**src/rtl/change_dispenser.sv**
```systemverilog
// Greedy coin-return sequencer: pays out changeCents as timed ejector pulses (quarter, dime, nickel).
// Define CHANGE_DISPENSER_DIME_EN to enable the dime ejector; otherwise dimeOut is tied low.
module change_dispenser #(
    parameter int CLK_HZ   = 50_000_000,
    parameter int PULSE_US = 200_000,
    parameter int GAP_US   = 100_000
) (
    input  logic       clk,
    input  logic       reset,
    input  logic       startPulse,
    input  logic [6:0] changeCents,
    output logic       busy,
    output logic       doneTick,
    output logic       quarterOut,
    output logic       dimeOut,
    output logic       nickelOut,
    output logic [6:0] remainingCents,
    output logic       errorFlag
);
    localparam int PULSE_CYCLES = CLK_HZ / 1_000_000 * PULSE_US;
    localparam int GAP_CYCLES   = CLK_HZ / 1_000_000 * GAP_US;
    localparam int MAX_CYCLES   = (PULSE_CYCLES > GAP_CYCLES) ? PULSE_CYCLES : GAP_CYCLES;
    localparam int CW           = $clog2(MAX_CYCLES + 1);
    localparam logic [CW-1:0] PULSE_LAST = CW'(PULSE_CYCLES - 1);
    localparam logic [CW-1:0] GAP_LAST   = CW'(GAP_CYCLES - 1);

    typedef enum logic [2:0] {IDLE, SELECT, PULSE, GAP, DONE} state_t;
    typedef enum logic [1:0] {COIN_NONE, COIN_QUARTER, COIN_DIME, COIN_NICKEL} coin_t;

    state_t        state, nextState;
    coin_t         coin, nextCoin;
    logic [CW-1:0] cnt, nextCnt;
    logic [6:0]    nextRemaining;
    logic          nextError;

    assign busy     = (state != IDLE);
    assign doneTick = (state == DONE);

    always_comb begin
        nextState     = state;
        nextCoin      = coin;
        nextCnt       = cnt;
        nextRemaining = remainingCents;
        nextError     = errorFlag;
        case (state)
            IDLE: begin
                if (startPulse) begin
                    nextRemaining = changeCents;
                    nextError     = (changeCents % 7'd5) != 7'd0;
                    nextState     = SELECT;
                end
            end
            SELECT: begin
                nextCnt = '0;
                // A coin is only chosen when it fits, so the subtraction cannot wrap.
                if (remainingCents >= 7'd25) begin
                    nextCoin      = COIN_QUARTER;
                    nextRemaining = remainingCents - 7'd25;
                    nextState     = PULSE;
                end
`ifdef CHANGE_DISPENSER_DIME_EN
                else if (remainingCents >= 7'd10) begin
                    nextCoin      = COIN_DIME;
                    nextRemaining = remainingCents - 7'd10;
                    nextState     = PULSE;
                end
`endif
                else if (remainingCents >= 7'd5) begin
                    nextCoin      = COIN_NICKEL;
                    nextRemaining = remainingCents - 7'd5;
                    nextState     = PULSE;
                end else begin
                    nextCoin  = COIN_NONE;
                    nextState = DONE;
                end
            end
            PULSE: begin
                if (cnt == PULSE_LAST) begin
                    nextCnt   = '0;
                    nextState = GAP;
                end else begin
                    nextCnt = cnt + 1'b1;
                end
            end
            GAP: begin
                if (cnt == GAP_LAST) begin
                    nextCnt   = '0;
                    nextState = SELECT;
                end else begin
                    nextCnt = cnt + 1'b1;
                end
            end
            DONE:    nextState = IDLE;
            default: nextState = IDLE;
        endcase
    end

    // Ejectors are registered from the next state so they line up exactly with PULSE.
    always_ff @(posedge clk) begin
        if (reset) begin
            state          <= IDLE;
            coin           <= COIN_NONE;
            cnt            <= '0;
            remainingCents <= '0;
            errorFlag      <= 1'b0;
            quarterOut     <= 1'b0;
            nickelOut      <= 1'b0;
        end else begin
            state          <= nextState;
            coin           <= nextCoin;
            cnt            <= nextCnt;
            remainingCents <= nextRemaining;
            errorFlag      <= nextError;
            quarterOut     <= (nextState == PULSE) && (nextCoin == COIN_QUARTER);
            nickelOut      <= (nextState == PULSE) && (nextCoin == COIN_NICKEL);
        end
    end

`ifdef CHANGE_DISPENSER_DIME_EN
    always_ff @(posedge clk) begin
        if (reset) dimeOut <= 1'b0;
        else       dimeOut <= (nextState == PULSE) && (nextCoin == COIN_DIME);
    end
`else
    assign dimeOut = 1'b0;
`endif
endmodule

```
**config.mk**
```make
export PLATFORM = sky130hd
export DESIGN_NAME = change_dispenser
export DESIGN_NICKNAME = d
export VERILOG_FILES = /design/src/rtl/change_dispenser.sv
export SDC_FILE = /design/constraint.sdc
export NUM_CORES = 1
export LEC_CHECK = 0
export CAP_MARGIN = 20
export CORE_MARGIN = 2
export CORE_UTILIZATION = 55
export CTS_CLUSTER_DIAMETER = 60
export DETAILED_ROUTE_END_ITERATION = 16
export HOLD_SLACK_MARGIN = 0.15
export MAX_ROUTING_LAYER = met4
export PLACE_DENSITY_LB_ADDON = 0.1
export SYNTH_ARGS = -nofsm -noshare
export SYNTH_HDL_FRONTEND = slang
export SYNTH_SLANG_ARGS = --single-unit
```
**constraint.sdc**
```tcl
create_clock -name clk -period 6.5 [get_ports clk]
set_clock_uncertainty 0.15 [all_clocks]
set_input_delay 1.95 -clock clk [delete_from_list [all_inputs] [get_ports clk]]
set_output_delay 1.95 -clock clk [all_outputs]
set_load 0.01 [all_outputs]
```
[Word level (Yosys, flattened, before mapping)]
Index checks and enable logic that the tools add are counted.
Storage, ports and cells
  bits of input ports: 10
  logic and storage cells: 49
  register bits: 39
  output and inout port bits: 13
Operators by class
  add/sub/neg operators: 3
  equality and inequality tests: 11
  divide/modulo/power cells: 1
  magnitude comparators: 2
  mux-type cells: 16
  reductions and logical operators: 9
Operator list (number)
  24-bit one-hot mux with 3 select lines: 1
  24-bit 2-to-1 mux: 2
  24-bit by 1-bit adder with 24-bit output, second input constant: 1
  24-bit by 23-bit equality test with 1-bit output, second input constant: 1
  24-bit equality test, second input constant: 1
  7-bit 2-to-1 mux: 3
  3-bit 2-to-1 mux: 5
  7-bit one-hot mux with 2 select lines: 1
  3-bit one-hot mux with 4 select lines: 1
  3-bit by 2-bit equality test with 1-bit output, second input constant: 3
  7-bit by 3-bit greater-or-equal comparator with 1-bit output, second input constant: 1
  7-bit by 5-bit greater-or-equal comparator with 1-bit output, second input constant: 1
  7-bit by 3-bit remainder unit with 7-bit output, second input constant: 1
  7-bit nonzero test: 1
  7-bit by 3-bit subtractor with 7-bit output, second input constant: 1
  7-bit by 5-bit subtractor with 7-bit output, second input constant: 1
  2-bit 2-to-1 mux: 3
  3-bit nonzero test: 2
  3-bit by 1-bit equality test with 1-bit output, second input constant: 1
  3-bit equality test, second input constant: 1
  3-bit zero test: 1
  3-bit inequality test, second input constant: 1
  3-bit AND reduction: 1
  2-bit by 1-bit equality test with 1-bit output, second input constant: 1
  other kinds (5): 6

[Longest topological paths before layout]
  depth in word-level cells: 6
  mapped depth: 9

[Worst setup path after synthesis]
OpenSTA, ideal clock, no wires.
  path kind: in2reg
  start point: in changeCents[6]
  end point: reg errorFlag
  buffers on the path: 1
  cell stages on the path: 6
  arrival: 3135 ps
  data required time: 6218 ps
  slack: 3083 ps
  cell sequence: clkbuf_1 -> or4b_2 -> nand3_1 -> o22ai_1 -> mux2i_1 -> a221oi_1
On the way
  longest elaborated chain between the ends: 2
Ends and longest elaborated chain
  from (decl): line 11  | input logic [6:0] changeCents,
  7-bit by 3-bit remainder unit with 7-bit output: line 49  | nextError = (changeCents % 7'd5) != 7'd0;
  7-bit nonzero test: line 49
  to (signal assigned): line 113  | errorFlag <= nextError;
  to (decl): line 18  | output logic errorFlag
No other way between the ends.
A chain may end at the register's enable or synchronous reset.

==> flow_metrics.env <==
export IMPL_final_common_cell="dfxtp_1"
export IMPL_path_class="in -> reg"
export IMPL_synth_edff_count=0
export IMPL_ios=23
export IMPL_start_util_pct=56.8
export IMPL_multi_input_area_sq_um=1560
export IMPL_routedWlPerCell_um=14.1
export IMPL_critPathMaxFanout=24
export IMPL_route_detailed_drc=0
export IMPL_drt_initial_drc_count=170
export IMPL_cts_setup_buffers=0
export IMPL_setup_viol=0
export IMPL_period_share_pct=62.6
export IMPL_yosys_warnings=0
export IMPL_cts_tree="yes"
export IMPL_first_global_vias=2058
export IMPL_gp_congestion=0.851
export IMPL_mostFrequentLayoutCells="dfxtp_1, nand2_1, nor2_1"
export IMPL_synthXorXnorAreaFrac_pct=4.25
export IMPL_cts_sinks=39
export IMPL_htreeDepth=2
export IMPL_layout_drive_gt1_share_pct=5.37
export IMPL_clk_pin_slew_ns=0.08
export IMPL_track_usage_pct=23.3
export IMPL_io_buffers=21
export IMPL_row_count=24
export IMPL_overflow=0
export IMPL_worstRegToRegCells=6
export IMPL_synthFlopType="dfxtp_1"
export IMPL_syn_avg_cell_area_sq_um=7.58
export IMPL_power_frac_comb_pct=30.1
export IMPL_synth_nets=339
export IMPL_via_per_inst=6.02
export IMPL_firstDrtPassIters=4
export IMPL_end_kind="flop"
export IMPL_n_fill_cell=401
export IMPL_synth_mux_area_share_pct=2.48
export IMPL_pre_cts_ws_ns=2.17
export IMPL_holdPathStages=2
export IMPL_cts_root_buf="clkbuf_8"
export IMPL_numCtsBuffers=5
export IMPL_p_leak_nw=0.955
export IMPL_fin_ws_ns=2.43
export IMPL_seq_area_frac_synth_pct=31.6
export IMPL_die_area_sq_um=5050
export IMPL_synth_fa_ha_area_share_pct=1.52
export IMPL_required_ns=6.57
export IMPL_drv_slew=0
export IMPL_cp_arrival_ns=4.14
export IMPL_wl_um=5470
export IMPL_cts_buffer_depth=2
export IMPL_pwr_share_clk_pct=26.6
export IMPL_powerDensity_nw_per_um2=238
export IMPL_chipWidth_um=71.0
export IMPL_dp_hpwl_um=3900
export IMPL_final_nets=347
export IMPL_ant_nets=0
export IMPL_p_int_mw=0.442
export IMPL_hold_viol=0
export IMPL_worstMarginPinSlew_ns=0.841
export IMPL_synth_seq_cells=39
export IMPL_syn2layout_area_growth_pct=11.9
export IMPL_cts_hold_fix_buffers=0
export IMPL_regArea_sq_um=781
export IMPL_p_switching_mw=0.215
export IMPL_seq_power_share_pct=43.2
export IMPL_period_minus_slack_ns=4.07
export IMPL_async_reset_ff_share_pct=0
export IMPL_totalNegativeSetupSlack_ns=0
export IMPL_antenna_found_initial=0
export IMPL_slew_headroom_pct=43.9
export IMPL_synth_compound_area_share_pct=20.8
export IMPL_diodes=0
export IMPL_fmax_mhz=246
export IMPL_cts_resized=0
export IMPL_synth_distinct_cells=60
export IMPL_synthSimpleGateAreaFrac_pct=34.1
export IMPL_mappedNetlistArea_sq_um=2470
export IMPL_grt_pass1_wl_um=9450
export IMPL_ir_drop_v=0.000124
export IMPL_swShare_pct=32.7
export IMPL_die_h_um=71.0
export IMPL_core_area_sq_um=4350
export IMPL_grt_max_degree=25
export IMPL_rsz0062_at_grt="no"
export IMPL_worstSkewPairLatency_ns=0.29
export IMPL_startpoint_type="primary input"
export IMPL_status="complete, no violations"
export IMPL_vias=2329
export IMPL_maxCapViolations=0
export IMPL_synth_top_family_by_area="simple AND/OR/NAND/NOR gates"
export IMPL_hold_class="reg -> reg"
export IMPL_synthCells=326
==> worst max-delay path: stages <==
cell             delay (ns)
clkdlybuf4s50_1        0.70
inv_1                  0.26
o211ai_4               0.14
nor2_2                 0.67
o21ai_0                0.22
a2bb2oi_1              0.18
==> power groups by stage <==
stage	registers, mW	logic, mW	clock network (mW)
after global routing	0.288	0.222	0.189
after detailed placement	0.290	0.198	0
after floorplan	0.277	0.149	0
after CTS	0.284	0.198	0.180
after global placement	0.289	0.194	0
final	0.284	0.198	0.175
==> state kept, by name, summed over array words and instances (netlist names) <==
| register | cells |
|---|---|
| quarterOut | 1 |
| coin | 2 |
| cnt | 24 |
| errorFlag | 1 |
| remainingCents | 7 |
| nickelOut | 1 |
| state | 3 |
==> Yosys cell counts (7+ instances only) <==
cell type  count  area [sq um]
xnor2_1        8          70.1
dfxtp_1       39           781
nand2_1       32           120
nor3_1        10          50.1
inv_1         10          37.5
nand3_1       21           105
a211oi_1       8          60.1
nor2_1        30           113
nand2b_1       7          43.8
or3_1          8          50.1
clkbuf_1      15          56.3
o21ai_0       11          55.1
a21oi_1       28           140
==> stage by stage <==
| stage | utilization (%) | total power, mW | instance area [sq um] | hold slack, ns | std cells |
|---|---|---|---|---|---|
| final | 63.5 | 0.657 | 2770 | 0.325 | 387 |
| after global placement | 61.2 | 0.483 | 2670 | 0.305 | 379 |
| after global routing | 63.5 | 0.700 | 2770 | 0.361 | 387 |
| after detailed placement | 61.2 | 0.487 | 2670 | 0.313 | 379 |
| after CTS | 63.5 | 0.662 | 2770 | 0.331 | 387 |
| after floorplan | - | 0.426 | 2470 | 0.289 | 326 |
==> area by class of cell <==
cell class	count	area share, %
Clock buffer	8	3.62
Multi-Input combinational cell	256	56.6
Timing Repair Buffer	22	7.87
Inverter	10	1.36
Sequential cell	39	28.2
Tap cell	52	2.35
==> worst paths after layout <==
kind | endpoint | slack (ns) | from
max | cnt[22] | 2.43 | reset
min | coin[0] | 0.33 | coin[0]
min reg2reg | coin[0] | 0.33 | coin[0]
max reg2reg | cnt[13] | 3.76 | cnt[20]
==> kinds of logic after synthesis <==
kind of cell,count (synthesis)
buf+inv,31
flops,39
xor+xnor,12
compound gates,78
fa+ha+maj,3
simple gates,156
other cells,1
mux,6
==> routing by layer <==
metal / vias up / wire length (um) / track usage, %
met4: 0 / 37 / 4.19
met2: 62 / 2390 / 34.6
met5: - / 0 / -
met1: 1062 / 2750 / 33.9
met3: 5 / 295 / 3.85
li1: 1200 / - / -
No activity file was read; power rests on OpenSTA's default activity.
